## config.mk

```make
export PLATFORM = sky130hd
export DESIGN_NAME = button_conditioner
export DESIGN_NICKNAME = d
export VERILOG_FILES = /design/src/rtl/button_conditioner.sv
export SDC_FILE = /design/constraint.sdc
export NUM_CORES = 1
export LEC_CHECK = 0
export CORE_UTILIZATION = 57
export CTS_CLUSTER_SIZE = 16
export DETAILED_ROUTE_END_ITERATION = 6
export DONT_BUFFER_PORTS = 1
export PLACE_DENSITY = 0.82
export SYNTH_ARGS = -nofsm -noshare
export SYNTH_HDL_FRONTEND = slang
export SYNTH_HIERARCHICAL = 1
export SYNTH_SLANG_ARGS = --single-unit
```

## constraint.sdc

```tcl
create_clock -name clk -period 1.9 [get_ports clk]
set_clock_uncertainty 0.2 [all_clocks]
set_input_delay 0.38 -clock clk [delete_from_list [all_inputs] [get_ports clk]]
set_output_delay 0.38 -clock clk [all_outputs]
set_load 0.02 [all_outputs]
```

## src/rtl/button_conditioner.sv

```systemverilog
// button_conditioner: synchronize, debounce and pulse-shape the three board
// buttons (up/down/center) for the level counter, with optional auto-repeat
// on up/down and same-cycle arbitration of the resulting pulses.

// One button channel: 2-FF synchronizer, 4-state debounce FSM, optional
// auto-repeat. 'pulse' is the raw (unarbitrated) press/repeat request.
module btn_chan #(
  parameter int D      = 4,
  parameter int RD     = 0,
  parameter int RP     = 1,
  parameter bit REP_EN = 1'b0
) (
  input  logic clk,
  input  logic rst,
  input  logic btn,
  input  logic other_lvl,
  output logic lvl,
  output logic pulse
);
  localparam int DW   = (D > 2) ? $clog2(D) : 1;
  localparam int RMAX = (RD > RP) ? RD : RP;
  localparam int RW   = (RMAX > 2) ? $clog2(RMAX) : 1;
  localparam int RD1  = (RD > 0) ? RD - 1 : 0;
  localparam int RP1  = (RP > 0) ? RP - 1 : 0;
  localparam logic [DW-1:0] DLAST = DW'(D - 1);
  localparam logic [RW-1:0] R_DLY = RW'(RD1);
  localparam logic [RW-1:0] R_PER = RW'(RP1);

  typedef enum logic [1:0] {RELEASED, PRESS_WAIT, PRESSED, RELEASE_WAIT} st_t;

  st_t           state, state_n;
  logic [DW-1:0] cnt, cnt_n;
  logic [RW-1:0] rcnt;
  logic          rfirst;
  logic          s1, sync;
  logic          press, rep_hit;

  // Two-flop synchronizer for the asynchronous button input.
  always_ff @(posedge clk) begin
    if (rst) begin
      s1   <= 1'b0;
      sync <= 1'b0;
    end else begin
      s1   <= btn;
      sync <= s1;
    end
  end

  // Debounce state, stable-sample counter and registered debounced level.
  always_ff @(posedge clk) begin
    if (rst) begin
      state <= RELEASED;
      cnt   <= '0;
      lvl   <= 1'b0;
    end else begin
      state <= state_n;
      cnt   <= cnt_n;
      lvl   <= (state_n == PRESSED) || (state_n == RELEASE_WAIT);
    end
  end

  // Next-state logic; a press is announced only on PRESS_WAIT -> PRESSED.
  always_comb begin
    state_n = state;
    cnt_n   = cnt;
    press   = 1'b0;
    case (state)
      RELEASED:
        if (sync) begin state_n = PRESS_WAIT; cnt_n = '0; end
      PRESS_WAIT:
        if (!sync) begin
          state_n = RELEASED; cnt_n = '0;
        end else if (cnt == DLAST) begin
          state_n = PRESSED; cnt_n = '0; press = 1'b1;
        end else cnt_n = cnt + DW'(1);
      PRESSED:
        if (!sync) begin state_n = RELEASE_WAIT; cnt_n = '0; end
      RELEASE_WAIT:
        if (sync) begin
          state_n = PRESSED; cnt_n = '0;
        end else if (cnt == DLAST) begin
          state_n = RELEASED; cnt_n = '0;
        end else cnt_n = cnt + DW'(1);
      default: begin state_n = RELEASED; cnt_n = '0; end
    endcase
  end

  // Repeat fires at the initial delay, then at every period while held.
  always_comb begin
    rep_hit = REP_EN && (state == PRESSED) && (rfirst ? (rcnt == R_DLY) : (rcnt == R_PER));
    pulse   = press | (rep_hit & ~other_lvl);
  end

  // Repeat counter: idle and cleared outside PRESSED, reloads on each hit.
  always_ff @(posedge clk) begin
    if (rst || !REP_EN || state != PRESSED) begin
      rcnt   <= '0;
      rfirst <= 1'b1;
    end else if (rep_hit) begin
      rcnt   <= '0;
      rfirst <= 1'b0;
    end else begin
      rcnt   <= rcnt + RW'(1);
    end
  end
endmodule

module button_conditioner #(
  parameter int DEBOUNCE_CYCLES = 1_000_000,
  parameter int REPEAT_DELAY    = 0,
  parameter int REPEAT_PERIOD   = 25_000_000
) (
  input  logic       clk,
  input  logic       rst,
  input  logic       btnU,
  input  logic       btnD,
  input  logic       btnC,
  output logic       up_pulse,
  output logic       down_pulse,
  output logic       center_pulse,
  output logic [2:0] btn_level
);
  localparam int NCH = 3;  // bit order {C, D, U}

  logic [NCH-1:0] pin, raw, lvl, other;

  assign pin   = {btnC, btnD, btnU};
  // Up and down inhibit each other's repeats; center never repeats.
  assign other = {1'b0, lvl[0], lvl[1]};

  generate
    for (genvar i = 0; i < NCH; i++) begin : g_ch
      btn_chan #(
        .D      (DEBOUNCE_CYCLES),
        .RD     (REPEAT_DELAY),
        .RP     (REPEAT_PERIOD),
        .REP_EN ((i < 2) && (REPEAT_DELAY > 0))
      ) u_ch (
        .clk       (clk),
        .rst       (rst),
        .btn       (pin[i]),
        .other_lvl (other[i]),
        .lvl       (lvl[i]),
        .pulse     (raw[i])
      );
    end
  endgenerate

  assign btn_level = lvl;

  // Arbitration: center wins and drops up/down; simultaneous up+down cancel.
  always_ff @(posedge clk) begin
    if (rst) begin
      up_pulse     <= 1'b0;
      down_pulse   <= 1'b0;
      center_pulse <= 1'b0;
    end else begin
      center_pulse <= raw[2];
      up_pulse     <= raw[0] & ~raw[1] & ~raw[2];
      down_pulse   <= raw[1] & ~raw[0] & ~raw[2];
    end
  end
endmodule

```

==> impl_summary.txt, run 1 <==
----------------------------------------------------
[Worst setup path]
  Capturing element of the worst setup path ... up_pulse$_SDFF_PP0_
  Capture instance of the worst register-to-register path ... up_pulse$_SDFF_PP0_
  Crit-path cells ... or4_4 > nor3_4 > nand4_1 > nor3b_2 > nor4b_2
  Data arrival at the endpoint of the critical path ... ~2.1 ns
  Reg-to-reg startpoint ... g_ch[0].u_ch/cnt[8]$_SDFFE_PP0P_
  Worst setup path start ... g_ch[0].u_ch/cnt[8]$_SDFFE_PP0P_
  Peak per-stage delay on the critical path ... 0.54 ns
  Worst Setup Path Type ... flop to flop
  Count of cells along the worst register-to-register path ... 5
  Slowest cell on the critical path ... or4_4
  Flop-to-flop setup slack ... -0.11 ns
  Crit. End Element ... flop
  Worst-path maximum fanout ... 3
  Kind of launch point of the worst setup path ... flop
  Worst path required time ... slightly below 2 ns

[Floorplan]
  Site Rows ... 28
  Die area ... 6680 um2
  Chip width ... around 80 um
  Number of top-level pins ... 11
  Chip Height ... a little over 80 um
  Total core area ... 6026 um2
  Initial standard-cell utilization of the core ... 60.13%

[STA]
  Relative slew slack ... just over 50%
  Unrepaired setup endpoints after global routing ... yes
  Slew Limit Fails ... 0
  Worst hold slack across all endpoints ... -0.1161 ns
  Highest achievable clock rate ... 496.8 MHz
  Final Hold Viols ... 19
  Setup WS post-layout ... -0.1131 ns
  # setup viols final ... 19
  Fin crit share ... 106.0%
  Actual slew at the worst max-slew pin ... 0.7374 ns
  Final worst path period need ... 2.013 ns

[Clock tree]
  Root Driver ... clkbuf_8
  Number of sinks on the clock net ... between 70 and 80
  Maximum root-to-sink buffer count ... 2
  Inserted Clock Buffers ... 9
  Clock transition at the registers of the reported paths ... 0.08 ns
  CTS tree ... done
  CTS H-Tree Depth ... 3
  Worst-skew pair later-pin latency ... 0.36 ns
  Number of hold buffers added after cts ... 6

[Worst hold path]
  Type of the tightest min-delay check ... primary input to flop

[Place]
  Cell Count Post-Placement ... just over 500
  Post-detailed-placement half-perimeter wirelength ... 5.272 mm
  Final estimated routing congestion in global placement ... 0.8967
  Minimum setup slack after placement ... -0.08716 ns
  # port buffers ... 0
  Placed instance area ... 3960 um2

[Global routing]
  All-layer global routing usage ... 24.94%
  Overall overflow remaining after global route ... 0
  Via count of the first global-routing pass ... 2925
  Number of antenna violations at the first check in global routing ... 0
  First-pass GRT wire length ... 12.57 mm
  Pin count of the biggest net entering global routing ... 38

[Synthesis]
  Post-synth net total ... 410
  Synthesized instance count ... 402
  Synthesized area ... 3623 um2
  Mean post-synth cell area ... about 9 um2
  Warnings, synthesis ... 6

[Finish]
  Post-route core utilization ... 76.04%
  Nets ... 464
  Count of filler cells inserted in the layout ... 377
  Number of diodes added for antenna fixing ... 0
  Number of standard cells in the final layout excluding fillers ... 536
  Fraction of final layout cells sized beyond drive strength 1 ... 25.60%
  Design Area, Final ... 4582 um2
  Synth-to-layout area growth ... 26.45%

[Pwr]
  Peak supply drop ... 0.5894 mV
  Power density relative to cell area ... 688.4 nW/um2
  Leak pwr ... 1.658 nW

[Drt]
  Total wire length ... 8.645 mm
  Mean routed wirelength per cell ... 16.13 um
  DRT antenna net count ... 0
  DRC viols ... 0
  Length of the first detailed-routing pass in iterations ... 5
  Overall via count from detail_route ... 3229
  DR vias/cell ... 6.024
  Number of design-rule violations left by the first detailed-router iteration ... 191

[Run status]
  Run status ... finished, violations left
  Violated checks ... negative hold slack, negative setup slack

[Run]
  Max capacitance violation total ... 0

----------------------------------------------------
## worst min path at each step
stage                               start                               end  slack [ns]  cells after the start
2_1_floorplan  g_ch[0].u_ch/s1$_SDFF_PP0_      g_ch[0].u_ch/sync$_SDFF_PP0_        0.21                      1
3_3_place_gp   g_ch[2].u_ch/s1$_SDFF_PP0_      g_ch[2].u_ch/sync$_SDFF_PP0_        0.22                      1
3_5_place_dp   g_ch[2].u_ch/s1$_SDFF_PP0_      g_ch[2].u_ch/sync$_SDFF_PP0_        0.23                      1
4_1_cts                               rst  g_ch[0].u_ch/cnt[6]$_SDFFE_PP0P_       -0.14                      1
5_1_grt                               rst  g_ch[0].u_ch/cnt[1]$_SDFFE_PP0P_       -0.14                      1
6_report                              rst  g_ch[1].u_ch/state[1]$_SDFF_PP0_       -0.12                      1
## critical path, delay by kind of cell (launching register included)
| family | cells | cell delay, ns |
|---|---|---|
| and+or+nand+nor | 5 | 1.41 |
| DFF | 1 | 0.32 |
## final cells by class
| class | count | area, um2 | area share, % |
|---|---|---|---|
| multi-input combinational | 308 | 2245 | 48.99 |
| sequential | 78 | 1569 | 34.24 |
| timing repair buffer | 53 | 430.4 | 9.394 |
| clock buffer | 9 | 123.9 | 2.703 |
| clock inverter | 7 | 97.59 | 2.130 |
| tap | 75 | 93.84 | 2.048 |
| inverter | 6 | 22.52 | 0.4915 |
## flip-flops by register name, summed over array words and instances (netlist names)
register / cells
g_ch.u_ch/cnt: 60
g_ch.u_ch/state: 6
g_ch.u_ch/lvl: 3
g_ch.u_ch/s1: 3
g_ch.u_ch/sync: 3
center_pulse: 1
down_pulse: 1
up_pulse: 1
## cells in the final DEF (no fill, tap or decap), types with 7 or more instances in the layout
master / n
nand3b_1: 8
o21ai_0: 8
nor2b_1: 7
a21oi_1: 21
a31oi_1: 9
buf_4: 43
nand2_1: 26
clkbuf_8: 9
nand3_1: 20
xor2_1: 9
nand4_1: 10
nor3_1: 8
xnor2_1: 22
mux2i_1: 13
and3_1: 9
dfxtp_1: 72
nor2_1: 48
## stage by stage
step           TNS (ns)  power, mW
2_1_floorplan         0      1.749
3_3_place_gp          0      1.765
3_5_place_dp    -0.4701      1.769
4_1_cts         -0.1267      3.156
5_1_grt          -2.922      3.238
6_report        -0.6181      3.154
## repair_timing
action / in CTS / in global routing
pin swaps: 4 / 14
hold endpoints to repair: 25 / 20
gates resized for setup: 15 / 41
cloned: 1 / 3
setup endpoints to repair: 41 / 61
setup buffers: 6 / 4
## routing by layer
| metal | vias up | share of wire [%] | GRT usage (%) |
|---|---|---|---|
| met3 | 23 | 5.2 | 7.000 |
| met1 | 1540 | 42 | 29.60 |
| met5 | - | 0 | 0 |
| li1 | 1560 | - | - |
| met4 | 0 | 2.4 | 12.81 |
| met2 | 106 | 50 | 40.91 |
## power breakdown
group,internal [mW],total [mW],switching (mW)
Clock,0.743,1.39,0.651
Sequential,1.64,1.65,0.00844
Combinational,0.0473,0.111,0.0633
Note: power is estimated with default switching activity, not from simulation.
==> run 2, diff against run 1 <==
--- a/config.mk
+++ b/config.mk
@@ -5,11 +5,11 @@
 export SDC_FILE = /design/constraint.sdc
 export NUM_CORES = 1
 export LEC_CHECK = 0
-export CORE_UTILIZATION = 57
+export CORE_UTILIZATION = 60
 export CTS_CLUSTER_SIZE = 16
 export DETAILED_ROUTE_END_ITERATION = 6
 export DONT_BUFFER_PORTS = 1
-export PLACE_DENSITY = 0.82
+export PLACE_DENSITY = 0.83
 export SYNTH_ARGS = -nofsm -noshare
 export SYNTH_HDL_FRONTEND = slang
 export SYNTH_HIERARCHICAL = 1
==> constraint.sdc (replaced) <==
create_clock -name clk -period 2.29 [get_ports clk]
set_clock_uncertainty 0.2 [all_clocks]
set_input_delay 0.458 -clock clk [delete_from_list [all_inputs] [get_ports clk]]
set_output_delay 0.458 -clock clk [all_outputs]
set_load 0.02 [all_outputs]
==> impl_summary.txt, run 2 (same netlist as run 1, synthesis figures left out) <==
----------------------------------------------------
[Place]
  Placed instance area ... between 3000 and 4000 um2
  Cell Count Post-Placement ... 471
  Final estimated routing congestion in global placement ... 0.8347
  # port buffers ... 0
  Post-detailed-placement half-perimeter wirelength ... between 4 and 5 mm

[Floorplan]
  Initial standard-cell utilization of the core ... 63.84%
  Die area ... 6354 um2
  Number of top-level pins ... 11
  Site Rows ... 27
  Chip Height ... 79.71 um
  Chip width ... 79.71 um
  Total core area ... roughly 5700 um2

[STA]
  Final Hold Viols ... 0
  Actual slew at the worst max-slew pin ... 0.9747 ns
  # setup viols final ... 0
  Fin crit share ... 97.58%
  Worst hold slack across all endpoints ... between 0.04 and 0.05 ns
  Highest achievable clock rate ... roughly 450 MHz
  TNS Setup ... 0 ns
  Slew Limit Fails ... 0
  Final worst path period need ... 2.235 ns
  Relative slew slack ... a little over a third

[Finish]
  Reg with most FFs ... g_ch.u_ch/cnt
  Synth-to-layout area growth ... 8.322%
  Most common cell after layout, fill and taps aside ... dfxtp_1
  Most frequent cells in the layout ... dfxtp_1 (78), nor2_1 (50), nand2_1 (26), nand3_1 (23)
  Nets ... 420
  Fraction of final layout cells sized beyond drive strength 1 ... about a tenth
  Max reg flops ... 60
  Number of diodes added for antenna fixing ... 0
  Design Area, Final ... about 4000 um2
  Registers with the most flip-flops ... g_ch.u_ch/cnt (60), g_ch.u_ch/state (6)
  Number of standard cells in the final layout excluding fillers ... a little under 500

[Clock tree]
  Number of sinks on the clock net ... 78
  CTS tree ... done
  Inserted Clock Buffers ... 9
  CTS H-Tree Depth ... 3
  Maximum root-to-sink buffer count ... 2
  Worst-skew pair later-pin latency ... 0.35 ns
  Clock transition at the registers of the reported paths ... 0.08 ns
  Root Driver ... clkbuf_8

[Global routing]
  First-pass GRT wire length ... 12.36 mm
  Number of antenna violations at the first check in global routing ... 0
  Overall overflow remaining after global route ... 0
  Pin count of the biggest net entering global routing ... 26
  Via count of the first global-routing pass ... 2796
  All-layer global routing usage ... 25.48%

[Pwr]
  Share of power burned in combinational logic ... 3.2%
  Net Sw Power ... 0.5487 mW
  Clk pwr share ... 38.7%
  Power density relative to cell area ... 599.8 nW/um2
  Switching power as a share of total power ... roughly a quarter
  Leak pwr ... 1.402 nW
  Peak supply drop ... 0.4024 mV
  Internal ... approximately 1.8 mW
  Fraction of power consumed by sequential logic ... 58.1%

[Worst hold path]
  Type of the tightest min-delay check ... primary input to flop

[Drt]
  Total wire length ... 7.284 mm
  DRT antenna net count ... 0
  Met3 WL ... 275 um
  Mean routed wirelength per cell ... 14.90 um
  DR vias/cell ... roughly 6.0
  Length of the first detailed-routing pass in iterations ... 5
  Number of design-rule violations left by the first detailed-router iteration ... 204
  DRC viols ... 0
  Top layer used by detailed routing ... met4
  Overall via count from detail_route ... 2926
  Sum of met2 wire segment lengths after detailed routing ... about 3.5 mm
  Routed length on met1 ... 3.412 mm

[Worst setup path]
  Data arrival at the endpoint of the critical path ... 2.28 ns
  Worst Setup Path Type ... flop to flop
  Flop-to-flop setup slack ... approximately 0.055 ns
  Crit. End Element ... flop
  Kind of launch point of the worst setup path ... flop
  Worst-path maximum fanout ... 6
  Worst path required time ... 2.34 ns

[Run]
  Max capacitance violation total ... 0

[Run status]
  Run status ... finished clean

----------------------------------------------------
==> run 2: changes by cell type in the layout (fill, tap and decap cells not counted), moves of 4 or more <==
cell,change
dfxtp_1,+6
nor4_1,+4
dfxtp_2,-6
dlygate4sd3_1,-5
nor3b_1,+4
nor3b_2,-4
buf_4,-33
==> run 2: power groups by stage <==
stage          clock (mW)  sequential, mW  combinational, mW
4_1_cts             0.924            1.37             0.0752
6_report            0.911            1.37             0.0757
5_1_grt             0.995            1.37             0.0829
3_3_place_gp            0            1.40             0.0644
2_1_floorplan           0            1.40             0.0531
3_5_place_dp            0            1.40             0.0663
==> run 2: worst paths after layout <==
check                                   start                            to  cells after the start
max          g_ch[1].u_ch/cnt[8]$_SDFFE_PP0P_         down_pulse$_SDFF_PP0_                      5
min reg2reg        g_ch[1].u_ch/s1$_SDFF_PP0_  g_ch[1].u_ch/sync$_SDFF_PP0_                      1
max reg2reg  g_ch[1].u_ch/cnt[8]$_SDFFE_PP0P_         down_pulse$_SDFF_PP0_                      5
min                                      btnD    g_ch[1].u_ch/s1$_SDFF_PP0_                      1
==> run 2: critical path, stage by stage (launching register included) <==
cell and delay (ns):
dfxtp_1 0.37, or4_1 0.59, nor3_4 0.24, nand4_1 0.21, nor3b_2 0.26, nor4b_1 0.26
==> run 2: metrics by stage <==
stage	worst slack, ns	utilization [%]	total power, mW
6_report	0.05538	69.16	2.354
5_1_grt	-0.03344	69.16	2.446
4_1_cts	0.07474	68.67	2.366
3_5_place_dp	0.1284	65.41	1.466
3_3_place_gp	0.1986	65.41	1.463
2_1_floorplan	0.3242	-	1.451
==> run 2: what timing repair did <==
item                                    in CTS  in global routing
endpoints found under the setup margin       0                  2
hold buffers                                 1                  0
gates resized for setup                      0                  4
buffers inserted                             0                  1
endpoints found under the hold margin       25                  0
==> run 2: final cells by class <==
class	instances	area, um2
Sequential cell	78	1562
Fill cell	437	1750
Tap cell	72	90.09
Multi-Input combinational cell	306	1991
Clock inverter	6	37.54
Clock buffer	10	137.6
Inverter	6	22.52
Timing Repair Buffer	11	85.08
==> run 2: layer usage <==
metal | vias up | GRT usage, %
met3 | 8 | 6.171
met4 | 0 | 11.45
met2 | 67 | 42.22
met5 | - | 0
li1 | 1465 | -
met1 | 1386 | 31.07
==> run 3, diff against run 2 <==
--- a/config.mk
+++ b/config.mk
@@ -5,6 +5,7 @@
 export SDC_FILE = /design/constraint.sdc
 export NUM_CORES = 1
 export LEC_CHECK = 0
+export CORE_MARGIN = 5
 export CORE_UTILIZATION = 60
 export CTS_CLUSTER_SIZE = 16
 export DETAILED_ROUTE_END_ITERATION = 6
==> impl_summary.txt, run 3 (same netlist as run 1, synthesis figures left out) <==
----------------------------------------------------
[Pwr]
  Total power after layout ... 2.473 mW
  Leak pwr ... 1.403 nW
  Net Sw Power ... 0.5739 mW
  Switching power as a share of total power ... 23.20%
  Power density relative to cell area ... 627.0 nW/um2
  Peak supply drop ... 0.4441 mV
  Fraction of power consumed by sequential logic ... 55.3%
  Internal ... 1.899 mW
  Clk pwr share ... 41.8%
  Share of power burned in combinational logic ... under 10%

[Clock tree]
  CTS H-Tree Depth ... 3
  CTS tree ... done
  Number of sinks on the clock net ... 78
  Inserted Clock Buffers ... 9
  Clock transition at the registers of the reported paths ... 0.08 ns
  Root Driver ... clkbuf_8
  Buffers inserted by post-CTS timing repair ... 0
  Maximum root-to-sink buffer count ... 2
  Worst-skew pair later-pin latency ... approximately 0.35 ns

[Place]
  Final estimated routing congestion in global placement ... 0.7982
  Post-detailed-placement half-perimeter wirelength ... 4.970 mm
  Placed instance area ... 3716 um2
  # port buffers ... 0
  Cell Count Post-Placement ... 474
  Minimum setup slack after placement ... 0.1358 ns

[Finish]
  Max reg flops ... 60
  Fraction of final layout cells sized beyond drive strength 1 ... 9.135%
  Registers with the most flip-flops ... g_ch.u_ch/cnt (60), g_ch.u_ch/state (6)
  Design Area, Final ... 3945 um2
  Post-route core utilization ... 67.03%
  Reg with most FFs ... g_ch.u_ch/cnt
  Most frequent cells in the layout ... dfxtp_1 (78), nor2_1 (51), nand2_1 (26), nand3_1 (23)
  Number of standard cells in the final layout excluding fillers ... about 490
  Nets ... 419
  Number of diodes added for antenna fixing ... 0
  Synth-to-layout area growth ... 8.874%
  Most common cell after layout, fill and taps aside ... dfxtp_1

[Floorplan]
  Number of top-level pins ... 11
  Chip Height ... 87.71 um
  Chip width ... 87.71 um
  Site Rows ... 28
  Initial standard-cell utilization of the core ... between 60% and 70%
  Die area ... 7693 um2
  Total core area ... 5886 um2

[Drt]
  Overall via count from detail_route ... 2937
  Total wire length ... just over 7 mm
  DR vias/cell ... 5.982
  DRT antenna net count ... 0
  DRC viols ... 0
  Number of design-rule violations left by the first detailed-router iteration ... 149
  Length of the first detailed-routing pass in iterations ... 4
  Mean routed wirelength per cell ... around 15 um

[Worst hold path]
  Hold Crit Start ... btnC
  Cells on Worst Hold Path ... 1
  Type of the tightest min-delay check ... primary input to flop
  Hold Path End ... g_ch[2].u_ch/s1$_SDFF_PP0_

[Worst setup path]
  Flop-to-flop setup slack ... 0.17 ns
  Crit. End Element ... flop
  Worst Setup Path Type ... flop to flop
  Capture instance of the worst register-to-register path ... g_ch[2].u_ch/cnt[13]$_SDFFE_PP0P_
  Reg-to-reg startpoint ... g_ch[2].u_ch/cnt[0]$_SDFFE_PP0P_
  Data arrival at the endpoint of the critical path ... between 2 and 2.5 ns
  Count of cells along the worst register-to-register path ... 6
  Kind of launch point of the worst setup path ... flop
  Worst path required time ... 2.36 ns
  Worst-path maximum fanout ... 18

[STA]
  Highest achievable clock rate ... 472.5 MHz
  Relative slew slack ... 37.47%
  Setup WS post-layout ... 0.1737 ns
  # setup viols final ... 0
  Final worst path period need ... 2.116 ns
  Worst hold slack across all endpoints ... 0.04477 ns
  TNS Setup ... 0 ns
  Slew Limit Fails ... 0
  Unrepaired setup endpoints after global routing ... yes
  Final Hold Viols ... 0
  Actual slew at the worst max-slew pin ... between 0.9 and 1 ns
  Fin crit share ... 92.42%

[Global routing]
  Most utilized layer in the global route result ... met2
  Via count of the first global-routing pass ... 2788
  Number of antenna violations at the first check in global routing ... 0
  Met2 global-route usage ... between 30% and 40%
  Met1 usage in global routing ... 26.03%
  Pin count of the biggest net entering global routing ... 26
  Overall overflow remaining after global route ... 0
  Grt met3 use ... 3.951%
  First-pass GRT wire length ... 12.65 mm
  All-layer global routing usage ... between 20% and 30%

[Run status]
  Run status ... finished clean

[Run]
  Max capacitance violation total ... 0

----------------------------------------------------
==> run 3: cell types whose count changed in the layout (fill, tap and decap cells not counted), moves of 2 or more <==
cell / delta
nor3b_2: +2
clkinv_2: -4
inv_6: +2
clkinvlp_4: +2
nor3b_1: -2
==> run 3: cell type report <==
class                   instances  area [um2]
clock buffers                   9       123.9
clock inverters                 7       80.08
fillers                       472        1941
inverters                       6       22.52
multi-input cells             306        1986
flip-flops and latches         78        1562
well taps                      75       93.84
repair buffers                 10       77.57
==> run 3: routing by layer <==
layer	part of all wire, %	routed length [um]
met3	3.7	266
met5	0	0
met4	1.2	88
met1	46	3316
met2	49	3530
==> run 3: how the worst max path moves through the flow <==
stage	depth (start not counted)	slack, ns	end	start
2_1_floorplan	5	0.32	down_pulse$_SDFF_PP0_	g_ch[1].u_ch/cnt[8]$_SDFFE_PP0P_
3_3_place_gp	5	0.22	up_pulse$_SDFF_PP0_	g_ch[0].u_ch/cnt[8]$_SDFFE_PP0P_
3_5_place_dp	5	0.14	up_pulse$_SDFF_PP0_	g_ch[0].u_ch/cnt[8]$_SDFFE_PP0P_
4_1_cts	5	0.11	up_pulse$_SDFF_PP0_	g_ch[0].u_ch/cnt[8]$_SDFFE_PP0P_
5_1_grt	5	-0.06	down_pulse$_SDFF_PP0_	g_ch[1].u_ch/cnt[13]$_SDFFE_PP0P_
6_report	6	0.17	g_ch[2].u_ch/cnt[13]$_SDFFE_PP0P_	g_ch[2].u_ch/cnt[0]$_SDFFE_PP0P_
==> run 3: what timing repair did <==
item,CTS,global route
hold endpoints to repair,25,0
hold buffers,1,0
endpoints found under the setup margin,0,3
gates resized for setup,0,3
==> run 3: worst max-delay path, stage by stage (launching register included) <==
cell      delay [ns]
dfxtp_1         0.35
ha_1            0.24
nand3_1         0.18
nor4_4          0.09
a211oi_4        0.64
nand4_1         0.18
mux2i_1         0.16
==> run 3: power groups by stage <==
stage	clock network, mW	registers, mW	logic [mW]
4_1_cts	1.06	1.37	0.0726
2_1_floorplan	0	1.40	0.0531
5_1_grt	1.12	1.37	0.0803
3_5_place_dp	0	1.40	0.0645
6_report	1.03	1.37	0.0734
3_3_place_gp	0	1.40	0.0625
